==> config.mk <==
export PLATFORM = sky130hd
export DESIGN_NAME = mode_selector_flat
export DESIGN_NICKNAME = d
export VERILOG_FILES = /design/src/rtl/mode_selector_if.sv /design/src/rtl/mode_selector.sv /design/src/flat_wrapper.sv
export SDC_FILE = /design/constraint.sdc
export NUM_CORES = 1
export LEC_CHECK = 0
export ABC_AREA = 1
export CORE_AREA = 2 2 39 41
export CTS_BUF_LIST = sky130_fd_sc_hd__clkbuf_16
export DETAILED_ROUTE_END_ITERATION = 16
export DIE_AREA = 0 0 41 43
export PLACE_DENSITY_LB_ADDON = 0.1
export SLEW_MARGIN = 40
export SYNTH_ARGS = -nofsm -noshare
export SYNTH_HDL_FRONTEND = slang
export SYNTH_SLANG_ARGS = --single-unit
==> constraint.sdc <==
create_clock -name clk -period 2.35 [get_ports clk]
set_clock_uncertainty 0.1 [all_clocks]
set_input_delay 0.47 -clock clk [delete_from_list [all_inputs] [get_ports clk]]
set_output_delay 0.47 -clock clk [all_outputs]
set_load 0.005 [all_outputs]
==> src/rtl/mode_selector_if.sv <==
// rtl/mode_selector_if.sv - command byte and mode enables between the Arduino link and the mode arbiter
interface mode_selector_if;
  logic [7:0] arduino_command;
  logic       manual_on;
  logic       auto_on;

  modport master (
    output arduino_command,
    input  manual_on,
    input  auto_on
  );

  modport slave (
    input  arduino_command,
    output manual_on,
    output auto_on
  );
endinterface

==> src/rtl/mode_selector.sv <==
// rtl/mode_selector.sv - Moore arbiter choosing manual or autonomous operation from the command byte
module mode_selector #(
  parameter logic [7:0] MANUAL_CMD = 8'h00,
  parameter logic [7:0] AUTO_CMD   = 8'hFF
) (
  input  logic              clk,
  input  logic              rst_n,
  mode_selector_if.slave    bus
);

  typedef enum logic [1:0] {
    Initialise = 2'b00,
    Manual     = 2'b01,
    Auto       = 2'b10
  } mode_state_t;

  mode_state_t current_state;
  mode_state_t next_state;

  always_ff @(posedge clk or negedge rst_n) begin
    if (!rst_n) begin
      current_state <= Initialise;
    end else begin
      current_state <= next_state;
    end
  end

  // Only the exact code of the other mode moves the FSM; every other byte is ignored.
  always_comb begin
    next_state = current_state;
    case (current_state)
      Initialise: next_state = Manual;
      Manual: begin
        if (bus.arduino_command == AUTO_CMD) begin
          next_state = Auto;
        end
      end
      Auto: begin
        if (bus.arduino_command == MANUAL_CMD) begin
          next_state = Manual;
        end
      end
      default: next_state = Initialise;
    endcase
  end

  // Enables decode from state alone, so they can never both be high.
  always_comb begin
    bus.manual_on = 1'b0;
    bus.auto_on   = 1'b0;
    case (current_state)
      Manual:  bus.manual_on = 1'b1;
      Auto:    bus.auto_on   = 1'b1;
      default: begin
        bus.manual_on = 1'b0;
        bus.auto_on   = 1'b0;
      end
    endcase
  end

endmodule

==> src/flat_wrapper.sv <==
// flat-port wrapper written by rule: the top's interface ports become plain ports
module mode_selector_flat 
#(
  parameter logic [7:0] MANUAL_CMD = 8'h00,
  parameter logic [7:0] AUTO_CMD   = 8'hFF
)
  (clk, rst_n, bus_arduino_command, bus_manual_on, bus_auto_on);
  mode_selector_if bus_i ();
  input  logic clk;
  input  logic rst_n;
  input wire logic [$bits(bus_i.arduino_command)-1:0] bus_arduino_command;
  output wire logic [$bits(bus_i.manual_on)-1:0] bus_manual_on;
  output wire logic [$bits(bus_i.auto_on)-1:0] bus_auto_on;
  assign bus_i.arduino_command = bus_arduino_command;
  assign bus_manual_on = bus_i.manual_on;
  assign bus_auto_on = bus_i.auto_on;
  mode_selector #(.MANUAL_CMD(MANUAL_CMD), .AUTO_CMD(AUTO_CMD)) u_core (.clk(clk), .rst_n(rst_n), .bus(bus_i));
endmodule
**Yosys cells after proc, flatten, opt, wreduce, memory -nomap -nowiden**

Cells that the tools add are included.

- Flip-flop bits (word level): 2
- Input bits: 10

- Equality and inequality tests: 5
- Muxes and demuxes: 5
- Reductions and logical operators: 3

Operators by type and width:

| kind | count |
|---|---|
| 8-bit equality test (second input constant) | 1 |
| 8-bit logical NOT | 1 |
| 2-bit case mux with 3 select lines | 1 |
| 2-bit 2-to-1 mux | 2 |
| 2-bit by 1-bit inequality test with 1-bit output (second input constant) | 2 |
| 2-bit by 1-bit equality test with 1-bit output (second input constant) | 1 |
| 2-bit equality test (second input constant) | 1 |
| 2-bit logical NOT | 1 |
| 1-bit 2-to-1 mux | 2 |
| 2-bit AND reduction | 1 |

**Depth between registers and ports, before layout**

Gate-level depths: netlist of the first run.

- Depth after elaboration: 3
- Gate-level depth with buffers: 5
- Depth with buffers taken out: 5

**Worst setup path before layout of the first run**

OpenSTA, ideal clock, no wires.

- Path type: reg2out
- Start: register u_core.current_state[1]
- End: output bus_manual_on
- Arrival: 0.521 ns
- Data required time: 1.780 ns
- Slack: 1.259 ns
- Stages on the path, launching flop included: 2
- Buffers on the path: 0
- Cell sequence: dfrtp_1 nor2_2

- Word-level cells in the longest chain between the ends: 2

RTL lines:

| item | RTL line | text |
|---|---|---|
| from (decl) | mode_selector.sv:17 | `mode_state_t current_state;` |
| from (signal assigned) | mode_selector.sv:22 | `current_state <= Initialise;` |
| from (signal assigned) | mode_selector.sv:24 | `current_state <= next_state;` |
| 2-bit by 1-bit equality test with 1-bit output | mode_selector.sv:51 | `case (current_state)` |
| 1-bit 2-to-1 mux | mode_selector.sv:51 |  |
| to (decl) | flat_wrapper.sv:12 | `output wire logic [$bits(bus_i.manual_on)-1:0] bus_manual_on;` |

No other way between the ends.

**Final worst setup path of the first run**

Same ends and word-level chain as after synthesis.

==> flow_summary.toml, run 1 <==
[status]
outcome = "completed"

[pwr]
p_total_mw = 0.344
p_per_area_nw_per_um2 = 978
p_leak_nw = 0.154
ir_worst_vdd_mv = 0.225

[global_route]
grt_usage_pct = 6.02
grt_pass1_wl_um = 634
grt_pass1_vias = 169
overflow = 0
grt_max_degree = 4
antenna_found_initial = 0

[final_layout]
drive_above_1_share_pct = 10.0
top_register = "u_core.current_state"
area_growth_pct = 140
nets = 52
biggestRegsByFlops = "u_core.current_state x2"
layout_common_cells = "11 x nand2_1, 11 x clkdlybuf4s50_1, 7 x nor2_1"
diodes = 0
largest_reg_flops = 2
fin_cells = 56

[drt]
wl_per_cell_um = 7.20
drt-initial-drc-count = 4
vias_per_cell = 3.52
drc = 0
via_count = 197
wl_um = 403
dr.pass1.iters = 4
drtAntennaViolNets = 0

[floorplanning]
rows = 14
coreArea_um2 = 1380
dieArea_um2 = 1760
die_h_um = 43
io_pins = 12
initial_core_util_pct = 10.6
die_w_um = 41

[worst_setup_path]
worstSetupPathType = "flip-flop to primary output"
path_cells = "nor2_2 -> clkdlybuf4s50_1"
critPathArrivalTime_ps = 1280
crit_path_top_delay_cell = "clkdlybuf4s50_1"
crit_family = "buffers and inverters"
startpoint_type = "flip-flop"
crit_required_ps = 1780
endpoint_kind = "primary output"
critPathMaxFanout = 3
crit_path_max_incr_delay_ps = 510
crit_buf_inv = 1

[yosys]
syn-num-nets = 36
synthesis.area_um2 = 146
synth_area_leaders = "dfrtp_1 34%, nand2_1 28%, nor2_1 18%"
synth_seq_cells = 2
syn-instance-count = 26
yosysWarnings = 0
synth_cell_type_count = 7
avgSynthCellArea_um2 = 5.63
synth-seq-area-share_pct = 34.2
synth_top_cell_area_share_pct = 34.2
synth_top_area_cell = "dfrtp_1"

[sta]
min_period_ps = 1850
rsz0062_at_grt = "false"
min_period_over_period_pct = 78.5
timing.fmax_mhz = 542
finalHoldViolCount = 0
slew_headroom_pct = 89.7
setup_tns_ps = 0
slew_violations = 0
worst_pin_slew_ps = 154
setup_slack_ps = 505
hold_ws_ps = 313
finalSetupViolCount = 0

[placement]
dp_hpwl_um = 334
port_buffers = 11
dp.cells = 53
place_ws_ps = 729
place_congestion = 0.517

[clocking]
clk_latency_ps = 220
clockRootBuffer = "clkbuf_16"
cts_buffers = 3
cts.sinks = 2
cts.repair.resized = 0
post_cts_buffers = 0
clock_path_buffers = 2
htreeDepth = 1
clkTransAtPathRegs_ps = 30
ctsHoldBuffers = 0
cts_tree = "done"

[run]
cap_violations = 0

[hold_path]
min_path_type = "primary input to async pin"
-- synthesized netlist by cell type --
library cell,n
inv_1,2
nand3_1,1
o21ai_1,2
nand2_1,11
nor2_1,7
nor2_2,1
dfrtp_1,2
-- stage by stage --
step | instance area [µm²] | util [%]
4_1_cts | 352 | 25.4
6_report | 352 | 25.4
3_5_place_dp | 277 | 20.0
5_1_grt | 352 | 25.4
3_3_place_gp | 277 | 20.0
2_1_floorplan | 146 | -
-- worst paths after layout --
kind	end	startpoint	slack, ps	depth (start not counted)
min in group clk	u_core.current_state[0]$_DFFE_PN0P_	u_core.current_state[0]$_DFFE_PN0P_	440	3
worst max-delay path	bus_manual_on	u_core.current_state[1]$_DFFE_PN0P_	500	2
worst min register to register	u_core.current_state[0]$_DFFE_PN0P_	u_core.current_state[0]$_DFFE_PN0P_	440	3
worst min-delay path	u_core.current_state[1]$_DFFE_PN0P_	rst_n	310	1
max in group asynchronous	u_core.current_state[0]$_DFFE_PN0P_	rst_n	1720	1
worst max register to register	u_core.current_state[1]$_DFFE_PN0P_	u_core.current_state[1]$_DFFE_PN0P_	1480	3
-- power breakdown --
part           switching (mW)  internal [mW]
registers             0.00232         0.0397
logic                  0.0193         0.0285
clock network          0.0378          0.216
-- layer usage --
layer	share of wire (%)	vias up	track usage (%)
li1	-	107	-
met1	39	84	5.45
met2	56	6	8.75
met3	5.2	0	3.14
met4	0	0	6.00
met5	0	-	0
-- logic make-up (layout without fill, tap and decap cells) --
logic type | Yosys count | after routing | synth area share, %
buffers and inverters | 2 | 16 | 5.13
AND/OR/NAND/NOR | 20 | 20 | 53.8
AO/OA/AOI/OAI | 2 | 2 | 6.84
flip-flops | 2 | 2 | 34.2
-- cell type report --
type                            count  area, µm²
Fill cell                         154       1030
Multi-Input combinational cell     22       88.8
Tap cell                           16       20.0
Timing Repair Buffer               11        110
Inverter                            2       7.51
Clock buffer                        3       75.1
Sequential cell                     2       50.0
Note: power is estimated with default switching activity, not from simulation.
==> run 2: changes to the inputs <==
==> constraint.sdc (replaced) <==
create_clock -name clk -period 1.65 [get_ports clk]
set_clock_uncertainty 0.1 [all_clocks]
set_input_delay 0.33 -clock clk [delete_from_list [all_inputs] [get_ports clk]]
set_output_delay 0.33 -clock clk [all_outputs]
set_load 0.005 [all_outputs]
==> run 2 against run 1 <==
Compared with the run above: sequential share of layout area rose by 0.10 points; largest power group unchanged; total power rose by 41%; sequential cell count did not move; cell count did not move; first-iteration DRC count did not move; sequential power rose by 42%; critical path depth rose by 1; clock power rose by 43%; worst hold slack got worse by 140 ps; die area did not move; combinational power rose by 34%.
==> flow_summary.toml, run 2 (synthesis results as in run 1) <==
[drt]
drtAntennaViolNets = 0
via_count = 197
vias_per_cell = 3.52
wl_per_cell_um = 7.25
dr.pass1.iters = 4
drc = 0
wl_um = 406
drt-initial-drc-count = 4

[floorplanning]
coreArea_um2 = 1380
dieArea_um2 = 1760
die_h_um = 43
io_pins = 12
rows = 14
die_w_um = 41
initial_core_util_pct = 10.6

[final_layout]
regArea_um2 = 50.0
nets = 52
biggestRegsByFlops = "u_core.current_state x2"
layout_common_cells = "11 x nand2_1, 9 x clkdlybuf4s50_1, 7 x nor2_1"
fin_cells = 56
area_growth_pct = 138
final_util_pct = 25.2
top_register = "u_core.current_state"
diodes = 0
largest_reg_flops = 2
multi_input_area_um2 = 88.8
fillerInstances = 156
final_common_cell = "nand2_1"
drive_above_1_share_pct = 10.0

[placement]
dp.cells = 53
place_congestion = 0.517
place_ws_ps = 169
port_buffers = 11
dp_hpwl_um = 334

[global_route]
overflow = 0
grt_max_degree = 4
grt_pass1_vias = 167
antenna_found_initial = 0
grt_pass1_wl_um = 634
grt_usage_pct = 6.02

[clocking]
clk_latency_ps = 220
cts.sinks = 2
cts_tree = "done"
post_cts_buffers = 0
clkTransAtPathRegs_ps = 30
clock_path_buffers = 2
cts_buffers = 3
ctsHoldBuffers = 0
htreeDepth = 1
clockRootBuffer = "clkbuf_16"

[sta]
rsz0062_at_grt = "false"
finalSetupViolCount = 0
setup_slack_ps = 222
finalHoldViolCount = 0
setup_tns_ps = 0
worst_pin_slew_ps = 154
min_period_over_period_pct = 86.5
min_period_ps = 1430
slew_headroom_pct = 89.7
slew_violations = 0
timing.fmax_mhz = 700

[worst_setup_path]
startpoint_type = "flip-flop"
critPathMaxFanout = 3
crit_family = "flip-flops"
crit_required_ps = 1220
endpoint_kind = "primary output"
crit_buf_inv = 2
worstSetupPathType = "flip-flop to primary output"
critPathArrivalTime_ps = 1000
crit_path_top_delay_cell = "dfrtp_1"
crit_path_max_incr_delay_ps = 370
path_cells = "inv_1 -> nor2_1 -> dlygate4sd2_1"
r2r_slack_ps = 800

[pwr]
p_leak_nw = 0.157
p_per_area_nw_per_um2 = 1390
p_total_mw = 0.486
ir_worst_vdd_mv = 0.320

[hold_path]
min_path_type = "primary input to async pin"

[status]
outcome = "completed"

[run]
cap_violations = 0
run 2: area by class of cell:
cell class,instances,area share (%)
clock buffer,3,21.5
sequential,2,14.3
timing repair buffer,11,30.8
inverter,2,2.15
multi-input combinational,22,25.4
tap,16,5.73
run 2: worst paths after layout:
path	cells past startpoint	end	startpoint
worst max-delay path	3	bus_auto_on	u_core.current_state[1]$_DFFE_PN0P_
worst min-delay path	1	u_core.current_state[1]$_DFFE_PN0P_	rst_n
worst max register to register	4	u_core.current_state[1]$_DFFE_PN0P_	u_core.current_state[0]$_DFFE_PN0P_
worst min register to register	3	u_core.current_state[0]$_DFFE_PN0P_	u_core.current_state[0]$_DFFE_PN0P_
max in group asynchronous	1	u_core.current_state[0]$_DFFE_PN0P_	rst_n
min in group clk	3	u_core.current_state[0]$_DFFE_PN0P_	u_core.current_state[0]$_DFFE_PN0P_
run 2: what timing repair did:
item / in CTS / in global routing
resized for setup: 2 / 0
endpoints found under the hold margin: 0 / 0
endpoints found under the setup margin: 2 / 0
run 2: worst register-to-register path, stage by stage (launching register included):
cell     delay [ps]
dfrtp_1         360
inv_1            90
nor2_2           60
nand3_1          80
nand2_1          60
run 2: per-stage QoR:
step | instance area [µm²] | hold slack (ps)
final | 349 | 173
after global routing | 349 | 182
after CTS | 349 | 172
after detailed placement | 277 | 405
after global placement | 277 | 402
after floorplan | 146 | -65.6
run 2: power breakdown:
group	switching [mW]	total (mW)	leakage, nW	internal [mW]
Clock	0.0541	0.362	0.0370	0.308
Sequential	0.00325	0.0597	0.0232	0.0565
Combinational	0.0270	0.0640	0.0966	0.0370
run 2: routing by layer:
| layer | vias to the layer above | track usage (%) | part of all wire, % |
|---|---|---|---|
| met4 | 0 | 6.00 | 0 |
| li1 | 107 | - | - |
| met2 | 6 | 8.75 | 55 |
| met1 | 84 | 5.45 | 39 |
| met5 | - | 0 | 0 |
| met3 | 0 | 3.14 | 5.4 |
==> run 3: changes to the inputs <==
--- a/config.mk
+++ b/config.mk
@@ -11,7 +11,6 @@
 export DETAILED_ROUTE_END_ITERATION = 16
 export DIE_AREA = 0 0 41 43
 export PLACE_DENSITY_LB_ADDON = 0.1
-export SLEW_MARGIN = 40
 export SYNTH_ARGS = -nofsm -noshare
 export SYNTH_HDL_FRONTEND = slang
 export SYNTH_SLANG_ARGS = --single-unit
==> results of run 3 <==
Final layout, timing and power as in run 2 (identical DEF).
